**config.mk**
```make
export PLATFORM = sky130hd
export DESIGN_NAME = mem_access_initiator
export DESIGN_NICKNAME = d
export VERILOG_FILES = /design/src/rtl/mem_access_initiator.sv
export SDC_FILE = /design/constraint.sdc
export NUM_CORES = 1
export LEC_CHECK = 0
export CORE_MARGIN = 10
export CORE_UTILIZATION = 42
export DETAILED_ROUTE_END_ITERATION = 7
export PLACE_DENSITY = 0.81
export SKIP_LAST_GASP = 1
export SLEW_MARGIN = 15
export SYNTH_ARGS = -nofsm -noshare
export SYNTH_HDL_FRONTEND = slang
export SYNTH_SLANG_ARGS = --single-unit
```
**constraint.sdc**
```tcl
create_clock -name clock -period 2.6 [get_ports clock]
set_input_delay 0.39 -clock clock [delete_from_list [all_inputs] [get_ports clock]]
set_output_delay 0.39 -clock clock [all_outputs]
set_load 0.005 [all_outputs]
```
**src/rtl/mem_access_initiator.sv**
```systemverilog
// MEM-stage data-memory initiator: converts a single-cycle load/store into a req/ready
// transaction, stalls the pipeline until it completes, and flags illegal or timed-out accesses.
module mem_access_initiator #(
  parameter int MEM_WORDS = 8,
  parameter int TIMEOUT   = 15
) (
  input  logic        clock,
  input  logic        reset_n,
  input  logic        MemRead,
  input  logic        MemWrite,
  input  logic [31:0] Address,
  input  logic [31:0] WriteData,
  output logic [31:0] ReadData,
  output logic        Stall,
  output logic        Done,
  output logic        Err,
  output logic        mem_req,
  output logic        mem_we,
  output logic [31:0] mem_addr,
  output logic [31:0] mem_wdata,
  input  logic        mem_ready,
  input  logic        mem_rvalid,
  input  logic [31:0] mem_rdata,
  output logic [1:0]  dbg_state_o
);

  typedef enum logic [1:0] {
    ST_IDLE = 2'd0,
    ST_REQ  = 2'd1,
    ST_WAIT = 2'd2,
    ST_DONE = 2'd3
  } state_e;

  localparam logic [7:0] TIMER_LAST = 8'(TIMEOUT - 1);

  state_e      state_q;
  logic [7:0]  timer_q;
  logic [31:0] rdata_q;
  logic        done_q;
  logic        err_q;
  logic        req_q;
  logic        we_q;
  logic [31:0] addr_q;
  logic [31:0] wdata_q;

  logic        access;
  logic        illegal;
  logic [31:0] word_idx;

  assign access   = MemRead | MemWrite;
  assign word_idx = {2'b00, Address[31:2]};
  assign illegal  = (MemRead & MemWrite) | (Address[1:0] != 2'b00) |
                    (word_idx >= 32'(MEM_WORDS));

  always_ff @(posedge clock or negedge reset_n) begin
    if (!reset_n) begin
      state_q <= ST_IDLE;
      timer_q <= '0;
      rdata_q <= '0;
      done_q  <= 1'b0;
      err_q   <= 1'b0;
      req_q   <= 1'b0;
      we_q    <= 1'b0;
      addr_q  <= '0;
      wdata_q <= '0;
    end else begin
      done_q <= 1'b0;
      case (state_q)
        ST_IDLE: begin
          if (access && illegal) begin
            state_q <= ST_DONE;
            done_q  <= 1'b1;
            err_q   <= 1'b1;
            rdata_q <= '0;
          end else if (access) begin
            state_q <= ST_REQ;
            req_q   <= 1'b1;
            we_q    <= MemWrite;
            addr_q  <= word_idx;
            wdata_q <= WriteData;
            timer_q <= '0;
            err_q   <= 1'b0;
          end
        end
        ST_REQ: begin
          // Completion wins over timeout when both happen in the last allowed cycle.
          if (mem_ready && (we_q || mem_rvalid)) begin
            state_q <= ST_DONE;
            req_q   <= 1'b0;
            done_q  <= 1'b1;
            err_q   <= 1'b0;
            if (!we_q) rdata_q <= mem_rdata;
          end else if (timer_q == TIMER_LAST) begin
            state_q <= ST_DONE;
            req_q   <= 1'b0;
            done_q  <= 1'b1;
            err_q   <= 1'b1;
            rdata_q <= '0;
          end else begin
            timer_q <= timer_q + 8'd1;
            if (mem_ready) begin
              state_q <= ST_WAIT;
              req_q   <= 1'b0;
            end
          end
        end
        ST_WAIT: begin
          if (mem_rvalid) begin
            state_q <= ST_DONE;
            done_q  <= 1'b1;
            err_q   <= 1'b0;
            rdata_q <= mem_rdata;
          end else if (timer_q == TIMER_LAST) begin
            state_q <= ST_DONE;
            done_q  <= 1'b1;
            err_q   <= 1'b1;
            rdata_q <= '0;
          end else begin
            timer_q <= timer_q + 8'd1;
          end
        end
        ST_DONE: begin
          state_q <= ST_IDLE;
          err_q   <= 1'b0;
        end
        default: state_q <= ST_IDLE;
      endcase
    end
  end

  assign Stall       = ((state_q == ST_IDLE) && access) || (state_q == ST_REQ) || (state_q == ST_WAIT);
  assign ReadData    = rdata_q;
  assign Done        = done_q;
  assign Err         = err_q;
  assign mem_req     = req_q;
  assign mem_we      = we_q;
  assign mem_addr    = addr_q;
  assign mem_wdata   = wdata_q;
  assign dbg_state_o = state_q;

endmodule

```
After elaboration in Yosys (flattened, before gate mapping)
Cells that the tools add are included.
{"block": "classes", "muxes": 37, "n_reduce_logical": 15, "n_addsub": 1, "shifts": 0, "bitwise": 5, "order_cmp": 1, "n_mul": 0, "n_eq_ne": 13, "n_div": 0}
{"op": "$mux W32", "n": 5}
{"op": "$pmux W32 S3", "n": 1}
{"op": "$mux W8", "n": 5}
{"op": "$ge A30 B4 Y1 const B", "n": 1}
{"op": "$pmux W8 S3", "n": 1}
{"op": "$mux W1", "n": 14}
{"op": "$mux W2", "n": 7}
{"op": "$ne A2 B2 Y1 const B", "n": 5}
{"op": "$ne A3 B3 Y1 const B", "n": 3}
{"op": "$reduce_and A3 Y1", "n": 3}
{"op": "$add A8 B1 Y8 const B", "n": 1}
{"op": "$eq A8 B4 Y1 const B", "n": 1}
{"op": "$pmux W2 S4", "n": 1}
{"op": "$reduce_and A5 Y1", "n": 1}
{"op": "$eq A2 B2 Y1 const B", "n": 2}
{"op": "$ne A4 B4 Y1 const B", "n": 1}
{"op": "$pmux W1 S4", "n": 1}
{"op": "$reduce_and A4 Y1", "n": 1}
{"op": "$reduce_bool A2 Y1", "n": 2}
{"op": "$logic_and A1 B1 Y1", "n": 3}
{"op": "$logic_or A1 B1 Y1", "n": 3}
{"op": "$or A1 B1 Y1", "n": 3}
{"op": "$pmux W1 S3", "n": 1}
{"op": "$reduce_bool A3 Y1", "n": 1}
{"op": "5 further kinds", "n": 5}
{"block": "totals", "mem_bits_rw": 0, "latch_bits": 0, "wordCells": 81, "rom_bits": 0, "out_inout_bits": 103, "mem_count": 0, "regBits": 108, "in_bits": 102}

Depth between registers and ports, before layout
Gate-level depths: netlist of run 1.
{"block": "depth", "depth_word": 6, "depth_mapped": 8, "mapped_depth_nobuf": 7}

Least setup slack after synthesis of run 1
Ideal clock, no wire load.
{"block": "synth_path", "path_kind": "register to register", "start": "reg state_q[0] (netlist: dbg_state_o[0])", "end": "reg wdata_q[0] (netlist: mem_wdata[0])", "synth_period_minus_slack_ns": 2.328, "required_time_ns": 2.475, "setup_time_ns": 0.125, "setup_slack_ns": 0.272, "path_buffers": 2, "stages_incl_launch_ff": 8, "arrival_ns": 2.203, "path_cell_list": "dfrtp_1 -> inv_1 -> ha_1 -> buf_2 -> o21ai_0 -> nor4_4 -> buf_6 -> mux2_4"}
{"block": "synth_via", "elab_chain_len": 2}
{"item": "start: declaration", "line": "36", "source": "state_e state_q;"}
{"item": "start signal: assignment", "line": "57", "source": "state_q <= ST_IDLE;"}
{"item": "start signal: assignment", "line": "71", "source": "state_q <= ST_DONE;"}
{"item": "start signal: assignment", "line": "76", "source": "state_q <= ST_REQ;"}
{"item": "$logic_not A2 Y1", "line": "68", "source": "case (state_q)"}
{"item": "$reduce_and A3 Y1 (no source line)"}
{"item": "end signal: assignment", "line": "80", "source": "wdata_q <= WriteData;"}
{"item": "end: declaration", "line": "44", "source": "logic [31:0] wdata_q;"}
Every way passes these cells.
A chain may end at the register's enable or synchronous reset.

Worst setup path in the final report of run 1
{"block": "layout_path", "start": "reg state_q[1] (netlist: dbg_state_o[1])", "end": "out Stall"}
{"block": "layout_via", "elab_chain_len": 4, "elab_cells_between_ends": 6, "cone_classes": "eq/ne (2); reduce/logical (4)"}
{"item": "$logic_not A2 Y1", "line": "131", "source": "assign Stall = ((state_q == ST_IDLE) && access) || (state_q == ST_REQ) || (state_q == ST_WAIT);"}
{"item": "$logic_and A1 B1 Y1", "line": "131"}
{"item": "$logic_or A1 B1 Y1", "line": "131"}
{"item": "$logic_or A1 B1 Y1 (*)", "line": "131"}
{"item": "end: declaration", "line": "14", "source": "output logic Stall,"}
Mark *: on every way between the ends. The rest lies on a longest branch, timed or not.

==> impl_results.md, run 1 <==
- Post-synth top area cell: dfrtp_1
- Area share of the largest cell type after synthesis: 59.0%
- Result of the run: completed
- Worst-Skew Late Latency: 0.37 ns
- CP startpoint kind: flip-flop
- Number of buffers created by CTS: 9
- RSZ-0062 raised after global routing: false
- Largest net degree at the start of global routing: 54
- Setup Crit Path Kind: reg -> out
- Clock Pin Slew Worst Setup and Hold Paths: 0.10 ns
- Final setup viols: 0
- DR DRC count: 0
- Post-synth top flop: dfrtp_1
- CTS Root Buffer Type: clkbuf_8
- #FFs+latches synth: 108
- Slew margin rel.: 47.5%
- Number of iterations in the first detailed-routing pass: 5
- Average wire per standard cell: 20.1 µm
- Crit path arrival time: 2.09 ns
- Crit-path max FO: 5
- Starting density of the core: 42.7%
- Synth cell types: 53
- Final instance area: 7060 µm²
- Final hold vios: 0
- CTS tree: yes
- DR vias/cell: 5.22
- Dpl ws: -0.000836 ns
- Die area: 15500 µm²
- Total track usage: 17.3%
- Post-layout minimum cycle time: 2.48 ns
- CP endpoint kind: primary output
- Cell count after placement: 674
- Post-synthesis cell count: 331
- Share of cells above drive strength 1: 14.7%
- Hold Crit Class: in -> async
- Initial antenna violation count: 0
- Die H: 124 µm
- Slew Limit Fails: 0
- Peak VDD IR: 0.000481 V
- Tcrit/Tclk final: 95.3%
- Synthesized area per cell: 13.8 µm²
- F_max: 403 MHz
- Post-DP Area: 6830 µm²
- DRT antenna net count: 0
- Post-synth ARST share: 100%
- # H-tree levels: 3
- Vias: 3599
- Num rows: 38
- Final net count: 653
- Pwr Density: 723 nW/µm²
- DRT iter0 DRCs: 265
- Final WS setup: 0.121 ns
- Worst Skew: 0.00484 ns
- Reg2Reg Depth: 8
- Max Cap Viol: 0
- Setup TNS: 0 ns
- Number of global-route vias before repair: 3785
- Static leakage: 3.15 nW
- First-pass GRT wire length: 21700 µm
- EDFF count, synth: 0
- Sequential element share of the synthesized area: 59.0%
- Actual slew at the worst max-slew pin: 0.786 ns
- Die W: 124 µm
- Yosys Warn Count: 0
- CTS Sinks: 108
- Gp weighted congestion: 0.845
- Detailed Place HPWL: 10800 µm
- Ranking of synthesized cells by area: dfrtp_1, mux2_4, a22o_1
- Ant. Diodes: 0
- Drt total wl: 13900 µm
- Core Region: 10700 µm²
- Finished Layout Cells: 690
- Max clock buf depth: 2
- Area Overhead vs Synth: 54.1%
- Synthesized cell area: 4580 µm²
- Post-CTS setup buffers: 0
- Buffers added on ports: 202
- Worst Path Required: 2.21 ns
- Grt total ovfl: 0
- I/O pin count: 205
cell families after synthesis:
logic type | count (synthesis) | share of synthesized area, %
adders and majority gates | 6 | 1.64
muxes | 35 | 11.1
other | 1 | 0.0818
DFF | 108 | 59.0
AOI/OAI and AO/OA | 77 | 13.0
buffers and inverters | 23 | 3.49
and+or+nand+nor | 81 | 11.7
layer usage:
| layer | vias to the layer above | GRT usage (%) | routed length, µm | share of wire [%] |
|---|---|---|---|---|
| li1 | 1638 | - | - | - |
| met1 | 1774 | 20.7 | 5850 | 42 |
| met4 | 0 | 5.35 | 221 | 1.6 |
| met5 | - | 0 | 0 | 0 |
| met2 | 169 | 29.2 | 6830 | 49 |
| met3 | 18 | 5.36 | 959 | 6.9 |
through the flow:
| step | hold WS [ns] | util, % | power, mW |
|---|---|---|---|
| floorplan | 0.0944 | - | 3.04 |
| global placement | 0.458 | 63.6 | 3.90 |
| detailed placement | 0.469 | 63.6 | 3.97 |
| CTS | 0.0600 | 65.7 | 5.14 |
| global route | 0.0728 | 65.7 | 5.40 |
| finish | 0.0399 | 65.7 | 5.11 |
flip-flops by register name, indices dropped and copies added (netlist names):
signal       flops
mem_wdata       32
Err              1
mem_we           1
dbg_state_o      2
timer_q          8
mem_addr        30
mem_req          1
ReadData        32
Done             1
area by class of cell:
type,count,area [µm²]
multi-input cells,201,1730
clock buffers,11,151
flip-flops and latches,108,2700
well taps,140,175
inverters,6,22.5
fillers,799,3680
repair buffers,219,2200
clock inverters,5,81.3
where the power goes:
| part | leakage [nW] | switching, mW | internal [mW] |
|---|---|---|---|
| combinational | 1.55 | 0.897 | 0.961 |
| sequential | 1.49 | 0.182 | 1.91 |
| clock | 0.116 | 0.564 | 0.597 |
placed cells by master, fill, tap and decap left out, drive strengths merged, types with 3 or more instances in the layout:
| cell type | n |
|---|---|
| a21oi | 5 |
| a22o | 32 |
| a31oi | 3 |
| buf | 18 |
| clkbuf | 11 |
| clkdlybuf4s50 | 201 |
| dfrtp | 108 |
| ha | 6 |
| inv | 7 |
| mux2 | 35 |
| nand2 | 5 |
| nand2b | 5 |
| nand3 | 10 |
| nand3b | 4 |
| nand4 | 3 |
| nor2 | 8 |
| nor2b | 29 |
| nor3 | 3 |
| nor4 | 8 |
| o21ai | 16 |
| o311ai | 3 |
synth_stat cells, types with 4 or more instances:
master / n
a22o_1: 32
nand3b_1: 4
nor2b_1: 29
nand3_1: 9
ha_1: 6
o21ai_0: 15
inv_1: 6
buf_2: 5
nand2b_1: 5
nand2_1: 5
buf_6: 8
mux2_2: 5
nor4_2: 4
dfrtp_1: 108
mux2_4: 30
nor2_1: 8
a21oi_1: 5
what timing repair did:
action | in CTS | in global routing
gates resized for setup | 0 | 2
endpoints found under the setup margin | 0 | 2
hold endpoints to repair | 0 | 0
hold buffers | 0 | 0
final timing paths:
check	slack, ns	from	end
worst min-delay path	0.04	reset_n	mem_wdata[10]
worst max register to register	0.23	timer_q[0]	timer_q[3]
worst min register to register	0.51	mem_addr[4]	mem_addr[4]
max in group asynchronous	1.88	reset_n	dbg_state_o[0]
min in group clock	0.51	mem_addr[4]	mem_addr[4]
worst max-delay path	0.12	dbg_state_o[1]	Stall
critical path, cell delays in order (launching register included):
cell	delay, ns
dfrtp_1	0.44
inv_1	0.12
ha_1	0.23
o21ai_0	0.11
buf_4	0.17
nand3_1	0.12
clkdlybuf4s50_1	0.52
No activity file was read; power rests on OpenSTA's default activity.
==> run 2: changes to the inputs <==
Settings changed: CTS_BUF_LIST from default to sky130_fd_sc_hd__clkbuf_16.
==> impl_results.md, run 2 (synthesis gave the netlist of run 1 again) <==
- Result of the run: completed (unchanged)
- # fillers: 784 (was 799)
- Slew margin rel.: 49.1% (was 47.5%)
- Number of global-route vias before repair: 3791 (was 3785)
- Worst-Skew Late Latency: 0.34 ns (was 0.37 ns)
- Static leakage: 3.19 nW (was 3.15 nW)
- Die area: 15500 µm² (unchanged)
- First-pass GRT wire length: 22000 µm (was 21700 µm)
- Die W: 124 µm (unchanged)
- DRT antenna net count: 0 (unchanged)
- CP startpoint kind: flip-flop (unchanged)
- I/O pin count: 205 (unchanged)
- Slew Limit Fails: 0 (unchanged)
- Gp weighted congestion: 0.845 (unchanged)
- Number of buffers created by CTS: 9 (unchanged)
- Clock share of power: 26.8% (was 22.7%)
- Actual slew at the worst max-slew pin: 0.762 ns (was 0.786 ns)
- CTS Root Buffer Type: clkbuf_16 (was clkbuf_8)
- Post-DP Area: 6830 µm² (unchanged)
- RSZ-0062 raised after global routing: false (unchanged)
- Number of iterations in the first detailed-routing pass: 4 (was 5)
- Internal Pwr Total: 3.71 mW (was 3.47 mW)
- Ant. Diodes: 0 (unchanged)
- Total track usage: 17.5% (was 17.3%)
- Share of cells above drive strength 1: 14.4% (was 14.7%)
- # H-tree levels: 3 (unchanged)
- Post-layout minimum cycle time: 2.44 ns (was 2.48 ns)
- M3 GR Usage: 5.70% (was 5.36%)
- Comb power frac: 34.4% (was 36.4%)
- Leading cell type in the layout, fill and taps excluded: clkdlybuf4s50_1 (unchanged)
- Hold Crit Class: in -> async (unchanged)
- Die H: 124 µm (unchanged)
- CTS tree: yes (unchanged)
- Buffers added on ports: 202 (unchanged)
- Sw Ratio: 31.1% (was 32.2%)
- Core Region: 10700 µm² (unchanged)
- DR DRC count: 0 (unchanged)
- Detailed Place HPWL: 10800 µm (unchanged)
- Initial antenna violation count: 0 (unchanged)
- Worst Path Required: 2.21 ns (about the same)
- Crit path arrival time: 2.05 ns (was 2.09 ns)
- Final net count: 653 (unchanged)
- DR vias/cell: 5.21 (was 5.22)
- Worst Skew: 0.00453 ns (was 0.00484 ns)
- Grt total ovfl: 0 (unchanged)
- Num rows: 38 (unchanged)
- Area Overhead vs Synth: 55.9% (was 54.1%)
- Average wire per standard cell: 20.2 µm (was 20.1 µm)
- DRT iter0 DRCs: 263 (was 265)
- Drt total wl: 13900 µm (about the same)
- Vias: 3593 (was 3599)
- Starting density of the core: 42.7% (unchanged)
- Crit-path max FO: 5 (unchanged)
- Max clock buf depth: 2 (unchanged)
- Clock Pin Slew Worst Setup and Hold Paths: 0.07 ns (was 0.10 ns)
- Final Power: 5.38 mW (was 5.11 mW)
- Max Cap Viol: 0 (unchanged)
- Met2 Use GR: 29.2% (about the same)
- Net Sw Power: 1.67 mW (was 1.64 mW)
- Tcrit/Tclk final: 93.9% (was 95.3%)
- Hold Slack: 0.0767 ns (was 0.0399 ns)
- Pwr Density: 754 nW/µm² (was 723 nW/µm²)
- Setup TNS: 0 ns (unchanged)
- Reg power frac: 38.9% (was 40.9%)
- F_max: 410 MHz (was 403 MHz)
- M1 GR Usage: 21.3% (was 20.7%)
- Final setup viols: 0 (unchanged)
- Utilization after layout: 66.5% (was 65.7%)
- Setup Crit Path Kind: reg -> out (unchanged)
- CTS Sinks: 108 (unchanged)
- Final instance area: 7140 µm² (was 7060 µm²)
- Most frequent cells in the layout: clkdlybuf4s50_1, dfrtp_1, a22o_1 (unchanged)
- Peak VDD IR: 0.000497 V (was 0.000481 V)
- CP endpoint kind: primary output (unchanged)
- Final hold vios: 0 (unchanged)
- Largest net degree at the start of global routing: 54 (unchanged)
- Gr busiest metal: met2 (unchanged)
-- run 2: changes by cell type in the layout (fill, tap and decap cells not counted) --
cell       delta
clkinv_1      +2
clkbuf_8     -11
clkbuf_16     +9
-- run 2: final cells by class --
cell class / count / area [µm²] / share of cell area (%)
clock buffers: 9 / 225 / 3.15
multi-input cells: 201 / 1730 / 24.2
inverters: 6 / 22.5 / 0.315
well taps: 140 / 175 / 2.45
clock inverters: 7 / 88.8 / 1.24
repair buffers: 219 / 2200 / 30.8
flip-flops and latches: 108 / 2700 / 37.8
-- run 2: path summary, 6_finish.rpt --
check                          startpoint              to  slack (ns)  cells after the start
setup / recovery           dbg_state_o[1]           Stall        0.16                      6
hold / removal                    reset_n   mem_wdata[10]        0.08                      1
setup reg to reg               timer_q[0]      timer_q[3]        0.26                      8
hold reg to reg               mem_addr[9]     mem_addr[9]        0.50                      1
max in group asynchronous         reset_n  dbg_state_o[0]        1.84                      2
min in group clock            mem_addr[9]     mem_addr[9]        0.50                      1
-- run 2: per-layer routing --
metal,vias up,routed length [µm]
met3,14,953
met1,1780,5940
met5,-,0
met2,158,6830
li1,1641,-
met4,0,196
-- run 2: repair_timing --
| item | in CTS | in global routing |
|---|---|---|
| resized for setup | 0 | 2 |
| setup endpoints to repair | 0 | 2 |
| hold buffers | 0 | 0 |
| setup buffers | 0 | 0 |
-- run 2: metrics by stage --
step / std cells / setup slack (ns)
2_1_floorplan: 332 / 0.272
3_3_place_gp: 674 / 0.0432
3_5_place_dp: 674 / -0.000836
4_1_cts: 690 / 0.142
5_1_grt: 690 / 0.0144
6_report: 690 / 0.159
-- run 2: power groups by stage --
stage | clock (mW) | combinational, mW | sequential, mW
CTS | 1.47 | 1.87 | 2.09
floorplan | 0 | 0.933 | 2.10
detailed placement | 0 | 1.85 | 2.11
finish | 1.44 | 1.85 | 2.09
global route | 1.54 | 2.03 | 2.12
global placement | 0 | 1.79 | 2.11
-- run 2: worst max-delay path, cell delays in order (launching register included) --
cell and delay (ns):
dfrtp_1 0.44, inv_1 0.12, ha_1 0.23, o21ai_0 0.11, buf_4 0.17, nand3_1 0.11
clkdlybuf4s50_1 0.52
==> run 3: changes to the inputs <==
Settings changed: RECOVER_POWER from default to 25.
==> impl_results.md, run 3 (synthesis gave the netlist of run 1 again) <==
- Clock share of power: 26.8% (about the same)
- RSZ-0062 raised after global routing: false (unchanged)
- Final setup viols: 0 (unchanged)
- Grt total ovfl: 0 (unchanged)
- Peak VDD IR: 0.000494 V (was 0.000497 V)
- Ant. Diodes: 0 (unchanged)
- Number of buffers created by CTS: 9 (unchanged)
- Max clock buf depth: 2 (unchanged)
- Setup TNS: 0 ns (unchanged)
- Max Cap Viol: 0 (unchanged)
- Detailed Place HPWL: 10800 µm (unchanged)
- Die area: 15500 µm² (unchanged)
- I/O pin count: 205 (unchanged)
- Pwr Density: 756 nW/µm² (was 754 nW/µm²)
- Drt total wl: 13900 µm (about the same)
- Reg power frac: 38.9% (about the same)
- Die H: 124 µm (unchanged)
- # H-tree levels: 3 (unchanged)
- DR vias/cell: 5.21 (unchanged)
- Largest net degree at the start of global routing: 54 (unchanged)
- Setup Crit Path Kind: reg -> out (unchanged)
- CP startpoint kind: flip-flop (unchanged)
- F_max: 410 MHz (about the same)
- Worst-Skew Late Latency: 0.34 ns (about the same)
- Worst Skew: 0.00565 ns (was 0.00453 ns)
- Final WS setup: 0.159 ns (about the same)
- CTS Root Buffer Type: clkbuf_16 (unchanged)
- Crit-path max FO: 5 (unchanged)
- Clock Pin Slew Worst Setup and Hold Paths: 0.07 ns (about the same)
- Most frequent cells in the layout: clkdlybuf4s50_1, dfrtp_1, a22o_1 (unchanged)
- Slew margin rel.: 14.8% (was 49.1%)
- Result of the run: completed (unchanged)
- Crit Reg-Reg Startpoint: timer_q[0] (unchanged)
- Sw Ratio: 31.1% (about the same)
- Static leakage: 3.18 nW (was 3.19 nW)
- Final net count: 653 (unchanged)
- Hold Slack: 0.313 ns (was 0.0767 ns)
- DR DRC count: 0 (unchanged)
- CTS Sinks: 108 (unchanged)
- Number of global-route vias before repair: 3791 (unchanged)
- Post-layout minimum cycle time: 2.44 ns (about the same)
- Reg2reg setup slack: 0.24 ns (was 0.26 ns)
- Gp weighted congestion: 0.845 (unchanged)
- Average wire per standard cell: 20.2 µm (about the same)
- Tcrit/Tclk final: 93.9% (about the same)
- Starting density of the core: 42.7% (unchanged)
- Initial antenna violation count: 0 (unchanged)
- Dpl ws: -0.000836 ns (unchanged)
- Net Sw Power: 1.68 mW (was 1.67 mW)
- RR Endpoint: timer_q[3] (unchanged)
- First-pass GRT wire length: 22000 µm (unchanged)
- Worst Path Required: 2.21 ns (about the same)
- Buffers added on ports: 202 (unchanged)
- Hold Crit Class: in -> async (unchanged)
- Num rows: 38 (unchanged)
- Area Overhead vs Synth: 55.4% (was 55.9%)
- Internal Pwr Total: 3.71 mW (about the same)
- Total track usage: 17.5% (unchanged)
- CP endpoint kind: primary output (unchanged)
- DRT antenna net count: 0 (unchanged)
- Hold_buf cts: 0 (unchanged)
- CTS tree: yes (unchanged)
- Final hold vios: 0 (unchanged)
- Die W: 124 µm (unchanged)
- Share of cells above drive strength 1: 14.2% (was 14.4%)
- Core Region: 10700 µm² (unchanged)
- Leading cell type in the layout, fill and taps excluded: clkdlybuf4s50_1 (unchanged)
- Comb power frac: 34.4% (about the same)
- DRT iter0 DRCs: 285 (was 263)
- Reg2Reg Depth: 8 (unchanged)
- Slew Limit Fails: 0 (unchanged)
- Number of iterations in the first detailed-routing pass: 4 (unchanged)
- Actual slew at the worst max-slew pin: 1.28 ns (was 0.762 ns)
- Vias: 3593 (unchanged)
- Utilization after layout: 66.3% (was 66.5%)
- Crit path arrival time: 2.05 ns (about the same)
## run 3: stage by stage
step / instance area, µm² / std cells / total power, mW
after floorplan: 4590 / 332 / 3.04
after global placement: 6830 / 674 / 3.90
after detailed placement: 6830 / 674 / 3.97
after CTS: 7140 / 690 / 5.42
after global routing: 7120 / 690 / 5.69
final: 7120 / 690 / 5.38
## run 3: final cells by class
class,count,area (µm²)
Sequential cell,108,2700
Tap cell,140,175
Timing Repair Buffer,219,2180
Fill cell,787,3620
Multi-Input combinational cell,201,1730
Clock buffer,9,225
Clock inverter,7,88.8
Inverter,6,22.5
## run 3: how the worst max path moves through the flow
| stage | startpoint | end | slack (ns) | cells past startpoint |
|---|---|---|---|---|
| after floorplan | dbg_state_o[0] | mem_wdata[0] | 0.27 | 7 |
| after global placement | Address[5] | mem_addr[1] | 0.04 | 6 |
| after detailed placement | Address[5] | mem_addr[0] | -0.0008 | 6 |
| after CTS | dbg_state_o[0] | Stall | 0.14 | 6 |
| after global routing | dbg_state_o[1] | Stall | 0.01 | 6 |
| final | dbg_state_o[1] | Stall | 0.16 | 6 |
## run 3: layer usage
layer | share of wire, % | up-vias | wire length (µm) | GRT usage [%]
li1 | - | 1645 | - | -
met1 | 42 | 1776 | 5890 | 21.3
met2 | 49 | 158 | 6880 | 29.2
met3 | 6.9 | 14 | 961 | 5.70
met4 | 1.4 | 0 | 196 | 4.73
met5 | 0 | - | 0 | 0
## run 3: worst max-delay path, cell delays in order, from the launching register on
cell and delay, ns:
dfrtp_1 0.43, inv_1 0.11, ha_1 0.23, o21ai_0 0.11, buf_4 0.17, nand3_1 0.12, clkdlybuf4s50_1 0.52
## run 3: power by group through the flow
stage	clock [mW]	sequential (mW)	combinational, mW
global route	1.54	2.13	2.02
floorplan	0	2.10	0.933
global placement	0	2.11	1.79
finish	1.44	2.09	1.85
detailed placement	0	2.11	1.85
CTS	1.47	2.09	1.87
## run 3: timing repair
action / 4_1_cts / 5_1_grt
gates resized for setup: 0 / 2
setup endpoints to repair: 0 / 2
buffers inserted: 0 / 0
